$ cat src/rtl/spi_midi_rx.sv
// spi_midi_rx: receives MIDI bytes over a two-wire SPI link (mode 0, MSB first),
// realigns on idle gaps, and parses channel voice messages with running status
// into single-cycle note-on/note-off events for the voice allocator.
module spi_midi_rx #(
  parameter logic [3:0] CHANNEL      = 4'd0,
  parameter int         OMNI         = 1,
  parameter int         IDLE_TIMEOUT = 1024
) (
  input  logic       i_clk,
  input  logic       i_reset,
  input  logic       i_SPI_sclk,
  input  logic       i_SPI_mosi,
  output logic       o_byte_valid,
  output logic [7:0] o_byte,
  output logic       o_note_valid,
  output logic       o_note_on,
  output logic [6:0] o_note,
  output logic [6:0] o_velocity,
  output logic [3:0] o_channel
);

  localparam int                IDLE_W   = $clog2(IDLE_TIMEOUT + 1);
  localparam logic [IDLE_W-1:0] IDLE_MAX = IDLE_TIMEOUT[IDLE_W-1:0];

  localparam logic [1:0] ST_IDLE    = 2'd0;
  localparam logic [1:0] ST_WAIT_D1 = 2'd1;
  localparam logic [1:0] ST_WAIT_D2 = 2'd2;

  // Synchronizer stages; mosi gets the same depth so it stays aligned with sclk.
  logic sclk_p0, sclk_p1, sclk_p2;
  logic mosi_p0, mosi_p1;
  logic rise;

  logic [6:0]        shift;
  logic [2:0]        bit_cnt;
  logic [IDLE_W-1:0] idle_cnt;

  logic [1:0] state;
  logic [7:0] status;
  logic [6:0] d1;

  // Saturating idle-count increment: holds at the timeout value.
  function automatic logic [IDLE_W-1:0] idle_sat_inc(input logic [IDLE_W-1:0] cnt);
    logic [IDLE_W-1:0] nxt;
    nxt = cnt;
    if (cnt != IDLE_MAX) nxt = cnt + {{(IDLE_W-1){1'b0}}, 1'b1};
    return nxt;
  endfunction

  // Program change and channel pressure carry a single data byte.
  function automatic logic one_data_byte(input logic [7:0] st);
    return (st[7:4] == 4'hC) || (st[7:4] == 4'hD);
  endfunction

  // Only note messages on an accepted channel produce events.
  function automatic logic note_accepted(input logic [7:0] st);
    logic is_note;
    logic chan_ok;
    is_note = (st[7:4] == 4'h8) || (st[7:4] == 4'h9);
    chan_ok = (OMNI != 0) || (st[3:0] == CHANNEL);
    return is_note && chan_ok;
  endfunction

  // A note-on with zero velocity is treated as note-off.
  function automatic logic note_is_on(input logic [7:0] st, input logic [6:0] vel);
    return (st[7:4] == 4'h9) && (vel != 7'd0);
  endfunction

  // Stage p0/p1: two-flop synchronizers; p2: previous sclk for edge detection.
  always_ff @(posedge i_clk or posedge i_reset) begin
    if (i_reset) begin
      sclk_p0 <= 1'b0;
      sclk_p1 <= 1'b0;
      sclk_p2 <= 1'b0;
      mosi_p0 <= 1'b0;
      mosi_p1 <= 1'b0;
    end else begin
      sclk_p0 <= i_SPI_sclk;
      sclk_p1 <= sclk_p0;
      sclk_p2 <= sclk_p1;
      mosi_p0 <= i_SPI_mosi;
      mosi_p1 <= mosi_p0;
    end
  end

  assign rise = sclk_p1 & ~sclk_p2;

  // Deserializer with idle realignment; an edge always takes priority over the timeout.
  always_ff @(posedge i_clk or posedge i_reset) begin
    if (i_reset) begin
      shift        <= 7'd0;
      bit_cnt      <= 3'd0;
      idle_cnt     <= '0;
      o_byte       <= 8'd0;
      o_byte_valid <= 1'b0;
    end else begin
      o_byte_valid <= 1'b0;
      if (rise) begin
        shift    <= {shift[5:0], mosi_p1};
        bit_cnt  <= bit_cnt + 3'd1;
        idle_cnt <= '0;
        if (bit_cnt == 3'd7) begin
          o_byte       <= {shift, mosi_p1};
          o_byte_valid <= 1'b1;
        end
      end else if (idle_cnt == IDLE_MAX) begin
        shift   <= 7'd0;
        bit_cnt <= 3'd0;
      end else begin
        idle_cnt <= idle_sat_inc(idle_cnt);
      end
    end
  end

  // Message parser: consumes each registered byte the cycle its pulse is high.
  always_ff @(posedge i_clk or posedge i_reset) begin
    if (i_reset) begin
      state        <= ST_IDLE;
      status       <= 8'd0;
      d1           <= 7'd0;
      o_note_valid <= 1'b0;
      o_note_on    <= 1'b0;
      o_note       <= 7'd0;
      o_velocity   <= 7'd0;
      o_channel    <= 4'd0;
    end else begin
      o_note_valid <= 1'b0;
      if (o_byte_valid) begin
        if (o_byte[7]) begin
          if (o_byte[7:3] == 5'b11111) begin
            // Real-time bytes pass through without disturbing the parser.
            state <= state;
          end else if (o_byte[7:4] == 4'hF) begin
            status <= 8'd0;
            state  <= ST_IDLE;
          end else begin
            status <= o_byte;
            state  <= ST_WAIT_D1;
          end
        end else begin
          case (state)
            ST_WAIT_D1: begin
              d1 <= o_byte[6:0];
              if (!one_data_byte(status)) state <= ST_WAIT_D2;
            end
            ST_WAIT_D2: begin
              state <= ST_WAIT_D1;
              if (note_accepted(status)) begin
                o_note_valid <= 1'b1;
                o_note       <= d1;
                o_channel    <= status[3:0];
                o_note_on    <= note_is_on(status, o_byte[6:0]);
                o_velocity   <= note_is_on(status, o_byte[6:0]) ? o_byte[6:0] : 7'd0;
              end
            end
            default: state <= ST_IDLE;
          endcase
        end
      end
    end
  end

endmodule

$ cat config.mk
export PLATFORM = sky130hd
export DESIGN_NAME = spi_midi_rx
export DESIGN_NICKNAME = d
export VERILOG_FILES = /design/src/rtl/spi_midi_rx.sv
export SDC_FILE = /design/constraint.sdc
export NUM_CORES = 1
export LEC_CHECK = 0
export ABC_AREA = 1
export BUFFER_PORTS_ARGS = -buffer_cell sky130_fd_sc_hd__buf_2
export CAP_MARGIN = 20
export CORE_ASPECT_RATIO = 0.75
export CORE_MARGIN = 1
export CORE_UTILIZATION = 57
export CTS_CLUSTER_SIZE = 24
export DETAILED_ROUTE_END_ITERATION = 16
export PLACE_DENSITY = 0.76
export SYNTH_ARGS = -nofsm -noshare
export SYNTH_HDL_FRONTEND = slang
export SYNTH_SLANG_ARGS = --single-unit
$ cat constraint.sdc
create_clock -name i_clk -period 2.7 [get_ports i_clk]
set_input_delay 0.405 -clock i_clk [delete_from_list [all_inputs] [get_ports i_clk]]
set_output_delay 0.405 -clock i_clk [all_outputs]
set_load 0.02 [all_outputs]
==> flow_summary.json, run 1 <==
{
  "hpwl_um": 3825,
  "antenna_found_initial": 0,
  "p_clk_frac": 0.340,
  "grt_pass1_vias": 2168,
  "rows": 22,
  "final_max_slew_viol_count": 0,
  "switching_share": 0.2873,
  "final_nets": 390,
  "run_status": "finished, final reports clean",
  "power_frac_seq": 0.522,
  "ff2ff_path_depth": 6,
  "synth_nets": 354,
  "maxCapViolCount": 0,
  "dieWidth_um": 85.90,
  "ys_ff_latch": 72,
  "worstPathArrival_ns": 1.91,
  "syn_avg_cell_area_um2": 8.697,
  "dieHeight_um": 64.93,
  "p_sw_mw": 0.6986,
  "critPathLaunchType": "flip-flop",
  "numCtsBuffers": 9,
  "leakagePower_nw": 1.843,
  "layout_setup_ws_ns": 1.028,
  "clkTransAtPathRegs_ns": 0.07,
  "fillCellCount": 393,
  "grt_usage": 0.2407,
  "critPathMaxFanout": 21,
  "synth_cell_type_count": 22,
  "wirelength_um": 5717,
  "antennaDiodeCount": 0,
  "finClkSkew_ns": 0.006305,
  "routed-via-count": 2326,
  "syn_to_final_growth_pct": 13.56,
  "routabilityCongestion": 0.8327,
  "hold_viol": 0,
  "rrSetupSlack_ns": 1.03,
  "ys_seq_area_frac": 0.5988,
  "pre_cts_ws_ns": 1.028,
  "critPathKind": "flip-flop to flip-flop",
  "power_mw": 2.432,
  "holdBufCountCts": 0,
  "layout-drive-gt1-share": 0.1451,
  "grt_first_pass_wirelength_um": 9984,
  "cts_tree": "built",
  "cts_setup_buffers": 0,
  "max-slew-margin-rel": 0.5938,
  "use_met3": 0.09045,
  "hold_path_class": "primary input to async pin",
  "viasPerCell": 5.079,
  "top_usage_layer": "met2",
  "die_area_um2": 5577,
  "internal-power_mw": 1.733,
  "overflow": 0,
  "critPathRequiredTime_ns": 2.94,
  "rr_endpoint": "o_note[0]",
  "clockBufferDepth": 2,
  "wl_per_cell_um": 12.48,
  "finalSetupViolCount": 0,
  "setup_tns_ns": 0,
  "coreArea_um2": 4982,
  "cts_root_buffer": "clkbuf_8",
  "endpoint_kind": "flip-flop",
  "top_level_ports": 33,
  "cts_resized": 0,
  "cellPowerDensity_nw_per_um2": 711.7,
  "cts.sinks": 72,
  "period_share": 0.6191,
  "yosysWarnings": 0,
  "r2r-start": "o_byte[7]",
  "grt_max_degree": 73,
  "tightest_slew_ns": 0.6087,
  "drtPass1Iterations": 5,
  "drc": 0,
  "period_needed_ns": 1.672,
  "irDropWorstVdd_v": 0.0005499,
  "drtIter0Drc": 135,
  "ant_nets": 0,
  "synth_cells": 346,
  "netlist_area_um2": 3009,
  "combinationalPowerShare": 0.138,
  "clkLatencyLatePin_ns": 0.35,
  "port_buffers": 32,
  "grt_util_met2": 0.3611,
  "h-tree-depth": 3,
  "rsz0062_at_grt": "no",
  "start_util": 0.6040,
  "fmax_mhz": 598.2,
  "use_met1": 0.3310
}
stage by stage:
stage	hold slack (ns)	cell area, um2	utilization	cells
2_1_floorplan	0.3312	3009	-	346
3_3_place_gp	0.3371	3223	0.6469	443
3_5_place_dp	0.3459	3223	0.6469	443
4_1_cts	0.1384	3417	0.6858	458
5_1_grt	0.1394	3417	0.6858	458
6_report	0.1247	3417	0.6858	458
critical path: stages, from the launching register on:
cell and delay (ns):
dfrtp_1 0.46, nor2_1 0.13, nand2_1 0.10, nor2_4 0.41, inv_2 0.28, nand2_1 0.13
nand2_1 0.05
area by class of cell:
cell class / instances / area [um2] / share of cell area
timing repair buffer: 34 / 187.7 / 0.05492
clock inverter: 5 / 56.30 / 0.01648
clock buffer: 10 / 137.6 / 0.04028
inverter: 28 / 105.1 / 0.03076
tap: 72 / 90.09 / 0.02636
sequential: 72 / 1802 / 0.5273
multi-input combinational: 237 / 1039 / 0.3039
routing by layer:
metal	wire, um	vias up
met5	0	-
met3	339	6
met4	55	0
met1	2795	1096
met2	2528	60
li1	-	1164
cells in the final DEF, fill, tap and decap left out, types with 2 or more instances in the layout:
cell type	n
a21oi_1	7
buf_2	32
clkbuf_8	10
clkinv_2	2
dfrtp_1	72
ha_1	4
inv_1	24
inv_2	4
nand2_1	131
nand3_1	30
nand4_1	3
nor2_1	29
o21ai_0	25
power groups by stage:
| stage | combinational (mW) | clock [mW] | sequential [mW] |
|---|---|---|---|
| global placement | 0.329 | 0 | 1.28 |
| CTS | 0.340 | 0.847 | 1.27 |
| global route | 0.391 | 0.896 | 1.28 |
| floorplan | 0.199 | 0 | 1.30 |
| detailed placement | 0.339 | 0 | 1.29 |
| finish | 0.336 | 0.827 | 1.27 |
cell families (layout without fill, tap and decap cells):
kind of cell | Yosys count | count (layout) | share of synthesized area
buf+inv | 37 | 77 | 0.05613
fa+ha+maj | 4 | 4 | 0.01663
compound gates | 34 | 34 | 0.05821
xor+xnor | 1 | 1 | 0.002911
simple gates | 198 | 198 | 0.2674
flops | 72 | 72 | 0.5988
worst max path at each step:
stage | startpoint | endpoint | slack, ns
after detailed placement | o_byte[7] | o_note[0] | 1.03
after CTS | o_byte[7] | o_note[0] | 1.02
final | o_byte[7] | o_note[0] | 1.03
after floorplan | i_reset | bit_cnt[0] | 0.47
after global routing | o_byte[7] | o_velocity[4] | 0.84
after global placement | o_byte[7] | o_velocity[6] | 1.11
synthesized netlist by cell type:
cell,instances,share of area
nor3_1,1,0.0017
buf_4,3,0.0075
ha_1,4,0.017
nand3_1,30,0.050
inv_1,25,0.031
xor2_1,1,0.0029
dfrtp_1,72,0.60
o21ai_0,25,0.042
or2_1,1,0.0021
buf_2,3,0.0050
o211ai_1,1,0.0025
nor2_2,1,0.0021
nor2_4,1,0.0037
buf_6,2,0.0075
inv_2,3,0.0037
o21bai_1,1,0.0025
nor2_1,29,0.036
or2_2,1,0.0021
nand4_1,3,0.0062
nand2_1,131,0.16
clkbuf_1,1,0.0012
a21oi_1,7,0.012
registers in the layout (all words and copies together) (netlist names), 2 cells and up:
signal,flops
state,2
o_channel,4
o_note,7
d1,7
o_velocity,7
shift,7
bit_cnt,3
idle_cnt,11
o_byte,8
status,8
(Power assumes the default switching activity.)
==> run 2, diff against run 1 <==
clock period = 1.7 ns   (was 2.7 ns; I/O delays follow)
==> run 2 against run 1 <==
Worst setup slack lost 0.86 ns. Clock skew up 0.0044 ns. Wire length rose by 4.4%. Combinational power grew 63%. Final area increased by 3.6%. Register-to-register slack got worse by 0.86 ns. Critical path type unchanged.
==> flow_summary.json, run 2 (same netlist as run 1, synthesis figures left out) <==
{
  "maxCapViolCount": 0,
  "clkLatencyLatePin_ns": 0.34,
  "dieHeight_um": 64.93,
  "cts_resized": 0,
  "top_usage_layer": "met1",
  "grt_pass1_vias": 2206,
  "critPathRequiredTime_ns": 1.93,
  "placed_cell_area_um2": 3284,
  "final_nets": 397,
  "routabilityCongestion": 0.8271,
  "max_flop_register": "idle_cnt",
  "antenna_found_initial": 0,
  "drtPass1Iterations": 4,
  "final_max_slew_viol_count": 0,
  "rsz0062_at_grt": "no",
  "overflow": 0,
  "layoutNonFillerInstCount": 466,
  "final_area_um2": 3538,
  "cts_tree": "built",
  "leakagePower_nw": 1.897,
  "drc": 0,
  "irDropWorstVdd_v": 0.0008493,
  "numCtsBuffers": 9,
  "p_clk_frac": 0.387,
  "switching_share": 0.2749,
  "critPathLaunchType": "flip-flop",
  "hpwl_um": 4108,
  "power_frac_seq": 0.482,
  "grt_max_degree": 27,
  "period_share": 0.9029,
  "power_mw": 4.177,
  "cellPowerDensity_nw_per_um2": 1181,
  "wl_per_cell_um": 12.81,
  "critPathKind": "flip-flop to flip-flop",
  "ant_nets": 0,
  "hold_path_class": "primary input to flip-flop",
  "antennaDiodeCount": 0,
  "dp.cells": 449,
  "grt_first_pass_wirelength_um": 10480,
  "finalSetupViolCount": 0,
  "setup_tns_ns": 0,
  "rows": 22,
  "layout-drive-gt1-share": 0.1599,
  "utilization": 0.7102,
  "layout_setup_ws_ns": 0.1651,
  "top_level_ports": 33,
  "syn_to_final_growth_pct": 17.59,
  "start_util": 0.6040,
  "die_area_um2": 5577,
  "critPathMaxFanout": 19,
  "clkTransAtPathRegs_ns": 0.08,
  "internal-power_mw": 3.029,
  "largest_reg_flops": 11,
  "dieWidth_um": 85.90,
  "run_status": "finished, final reports clean",
  "drtIter0Drc": 162,
  "combinationalPowerShare": 0.131,
  "cts.sinks": 72,
  "pre_cts_ws_ns": 0.2064,
  "h-tree-depth": 3,
  "hold_viol": 0,
  "cp_cell_sequence": "nor2_1, nand2_1, nor2_4, inv_2, nand2_1, nand2_1",
  "finClkSkew_ns": 0.01074,
  "worstPathArrival_ns": 1.77,
  "coreArea_um2": 4982,
  "p_sw_mw": 1.148,
  "tightest_slew_ns": 0.5671,
  "cp_slowest_cell": "dfrtp_1",
  "slowest_delay_ns": 0.49,
  "max-slew-margin-rel": 0.6211,
  "hold_ws_ns": 0.02357,
  "endpoint_kind": "flip-flop",
  "period_needed_ns": 1.535,
  "mostFrequentLayoutCells": "nand2_1 (131), dfrtp_1 (72), buf_2 (32), nand3_1 (30), nor2_1 (29)",
  "cts_setup_buffers": 0,
  "crit_top_cell": "nand2_1",
  "use_met1": 0.3666,
  "wirelength_um": 5971,
  "use_met3": 0.08025,
  "viasPerCell": 5.030,
  "fillCellCount": 380,
  "port_buffers": 32,
  "clockBufferDepth": 2,
  "mostFrequentLayoutCell": "nand2_1",
  "cts_root_buffer": "clkbuf_8",
  "multi_input_area_um2": 1039,
  "largestRegisters": "idle_cnt: 11 flops, o_byte: 8 flops, status: 8 flops",
  "seqCellArea_um2": 1802,
  "grt_usage": 0.2527,
  "grt_util_met2": 0.3542,
  "routed-via-count": 2344,
  "fmax_mhz": 651.5
}
==> run 2: layout make-up <==
cell class	count	area share
clock buffer	9	0.03501
timing repair buffer	41	0.07214
sequential	72	0.5092
multi-input combinational	237	0.2935
tap	72	0.02546
clock inverter	7	0.03395
inverter	28	0.03076
==> run 2: worst paths after layout <==
kind	startpoint	endpoint	slack, ns	cells after the start
max	o_byte[7]	o_velocity[4]	0.17	6
max reg2reg	o_byte[7]	o_velocity[4]	0.17	6
min in group asynchronous	i_reset	d1[5]	0.51	3
min reg2reg	sclk_p0	sclk_p1	0.35	0
max in group asynchronous	i_reset	shift[6]	0.68	4
min	i_SPI_mosi	mosi_p0	0.02	1
==> run 2: worst max-delay path: cells and delay by family (launching register included) <==
kind,cells,cell delay [ns]
AND/OR/NAND/NOR,5,0.71
buffers and inverters,1,0.22
flip-flops,1,0.49
==> run 2: timing repair <==
item,in CTS,in global routing
setup endpoints to repair,0,0
hold buffers,1,0
endpoints found under the hold margin,20,0
==> run 2: power groups by stage <==
stage,clock (mW),sequential [mW],combinational (mW)
finish,1.62,2.01,0.547
global route,1.73,2.03,0.627
CTS,1.65,2.01,0.551
detailed placement,0,2.04,0.548
global placement,0,2.04,0.532
floorplan,0,2.07,0.317
==> run 2: per-layer routing <==
layer  up-vias  routed length (um)
met4         0                 104
met1      1091                2990
met3         9                 391
met2        68                2485
met5         -                   0
li1       1176                   -
==> run 3, diff against run 2 <==
ABC_AREA = unset   (was 1)
CORE_UTILIZATION = 58   (was 57)
GPL_TIMING_DRIVEN = 0   (was unset)
PLACE_DENSITY = 0.77   (was 0.76)
==> run 3 against run 2 <==
Clock-buffer cell count is 3 higher. Core utilization is 0.77 points lower. First-iteration DRC count is 0.62% higher. Clock power is 28% lower. Critical path type unchanged. Critical endpoint is now shift[3].
==> flow_summary.json, run 3 <==
{
  "maxCapViolCount": 0,
  "numCtsBuffers": 9,
  "ys_async_sr_fraction": 1.000,
  "clkLatencyLatePin_ns": 0.34,
  "port_buffers": 32,
  "largestRegisters": "idle_cnt: 11 flops, o_byte: 8 flops, status: 8 flops",
  "clkTransAtPathRegs_ns": 0.07,
  "yosys-top-cells-count": "dfrtp_1 (72), nand2_1 (36), inv_1 (15), mux2_2 (15), o21ai_0 (14)",
  "period_share": 0.9366,
  "r2r-start": "idle_cnt[2]",
  "layoutNonFillerInstCount": 358,
  "finClkSkew_ns": 0.006395,
  "overflow": 0,
  "layout-drive-gt1-share": 0.2785,
  "routabilityCongestion": 0.8354,
  "synth_ff_type": "dfrtp_1",
  "worstPathArrival_ns": 1.81,
  "run_status": "finished, final reports clean",
  "rr_endpoint": "shift[3]",
  "pre_cts_ws_ns": 0.01725,
  "fmax_mhz": 628.1,
  "grt_pass1_vias": 2010,
  "tightest_slew_ns": 0.7134,
  "synth_fa_ha_area_frac": 0.01647,
  "synth_cells": 248,
  "endpoint_kind": "flip-flop",
  "synthXorXnorAreaFrac": 0.005764,
  "cts_tree": "built",
  "max-slew-margin-rel": 0.5234,
  "critPathRequiredTime_ns": 1.92,
  "clockBufferDepth": 2,
  "ff2ff_path_depth": 4,
  "synth_cell_type_count": 38,
  "yosysTopAreaCellShare": 0.5928,
  "finalSetupViolCount": 0,
  "yosys.area_share.simple": 0.1247,
  "yosysMostFrequentCell": "dfrtp_1",
  "synth_compound_area_frac": 0.07493,
  "rrSetupSlack_ns": 0.11,
  "grt_usage": 0.2371,
  "drtIter0Drc": 163,
  "syn_avg_cell_area_um2": 12.25,
  "rsz0062_at_grt": "no",
  "leakagePower_nw": 1.797,
  "setup_tns_ns": 0,
  "cts.sinks": 72,
  "critPathLaunchType": "flip-flop",
  "netlist_area_um2": 3039,
  "final_max_slew_viol_count": 0,
  "grt_first_pass_wirelength_um": 9660,
  "synth_top_family_by_area": "multiplexers",
  "wirelength_um": 5599,
  "final_nets": 301,
  "h-tree-depth": 3,
  "coreArea_um2": 4955,
  "dieWidth_um": 85.59,
  "die_area_um2": 5536,
  "dieHeight_um": 64.69,
  "antennaDiodeCount": 0,
  "start_util": 0.6134,
  "cts_root_buffer": "clkbuf_8",
  "hpwl_um": 3759,
  "dp.cells": 341,
  "period_needed_ns": 1.592,
  "grt_max_degree": 41,
  "drc": 0,
  "cellPowerDensity_nw_per_um2": 1056,
  "top_level_ports": 33,
  "synth_top_cell_by_area": "dfrtp_1",
  "ys_ff_latch": 72,
  "critPathKind": "flip-flop to flip-flop",
  "hold_viol": 0,
  "largest_reg_flops": 11,
  "routed-via-count": 2009,
  "synth_mux_area_frac": 0.1462,
  "synth_edf_count": 0,
  "ant_nets": 0,
  "mostFrequentLayoutCells": "dfrtp_1 (72), nand2_1 (36), buf_2 (34), mux2_2 (15)",
  "syn_to_final_growth_pct": 14.53,
  "synth_nets": 256,
  "max_flop_register": "idle_cnt",
  "mostFrequentLayoutCell": "dfrtp_1",
  "synthTopCellsByArea": "dfrtp_1 (59%), mux2_2 (5.6%), mux2_4 (5.4%)",
  "ys_seq_area_frac": 0.5928,
  "critPathMaxFanout": 10,
  "rows": 22,
  "layout_setup_ws_ns": 0.1079,
  "hold_ws_ns": 0.01305,
  "power_mw": 3.677,
  "irDropWorstVdd_v": 0.0008499,
  "hold_path_class": "primary input to async pin",
  "yosysWarnings": 0,
  "antenna_found_initial": 0,
  "drtPass1Iterations": 4,
  "wl_per_cell_um": 15.64,
  "viasPerCell": 5.612
}
-- run 3: logic make-up (layout without fill, tap and decap cells) --
kind of cell / after synthesis / in the layout
AOI/OAI and AO/OA: 35 / 35
xor gates and xnor gates: 2 / 2
adders and majority gates: 4 / 4
buffers and inverters: 26 / 76
DFF: 72 / 72
muxes: 37 / 37
and+or+nand+nor: 72 / 72
-- run 3: timing repair --
action                                 CTS  global route
endpoints found under the hold margin    1             1
hold buffers                             1             1
buffers inserted                         0             0
gates resized for setup                  0             2
setup endpoints to repair                0            11
-- run 3: through the flow --
step                instance area [um2]    util
CTS                                3473  0.7010
floorplan                          3043       -
global placement                   3278  0.6616
global route                       3481  0.7025
finish                             3481  0.7025
detailed placement                 3298  0.6657
-- run 3: worst max-delay path by stage --
| stage | startpoint | endpoint | slack, ns | cells past startpoint |
|---|---|---|---|---|
| 6_report | idle_cnt[2] | shift[3] | 0.11 | 4 |
| 5_1_grt | idle_cnt[2] | idle_cnt[2] | 0.02 | 4 |
| 4_1_cts | idle_cnt[2] | shift[3] | 0.004 | 5 |
| 3_5_place_dp | idle_cnt[2] | bit_cnt[0] | 0.02 | 5 |
| 3_3_place_gp | idle_cnt[2] | bit_cnt[0] | 0.006 | 5 |
| 2_1_floorplan | o_byte[7] | o_channel[0] | 0.11 | 4 |
-- run 3: cell type report --
cell class	instances	area, um2
sequential	72	1802
clock inverter	4	20.02
buffer	10	60.06
timing repair buffer	35	200.2
tap	60	75.07
clock buffer	12	145.1
inverter	15	60.06
multi-input combinational	150	1119
fill	369	1474
-- run 3: where the power goes --
part	internal (mW)	leakage (nW)	switching [mW]	total, mW
registers	1.86	0.977	0.225	2.09
logic	0.186	0.731	0.241	0.427
clock network	0.560	0.0899	0.600	1.16
-- run 3: routing by layer --
| metal | up-vias | part of all wire | GRT usage |
|---|---|---|---|
| met5 | - | 0 | 0 |
| met4 | 0 | 0.012 | 0.09792 |
| met3 | 8 | 0.065 | 0.08025 |
| met2 | 57 | 0.46 | 0.3540 |
| met1 | 988 | 0.46 | 0.3201 |
| li1 | 956 | - | - |
-- run 3: worst max-delay path, cell delays in order, from the launching register on --
cell	delay, ns
dfrtp_1	0.44
nor4b_1	0.32
and4b_1	0.38
buf_4	0.21
o21ai_0	0.11
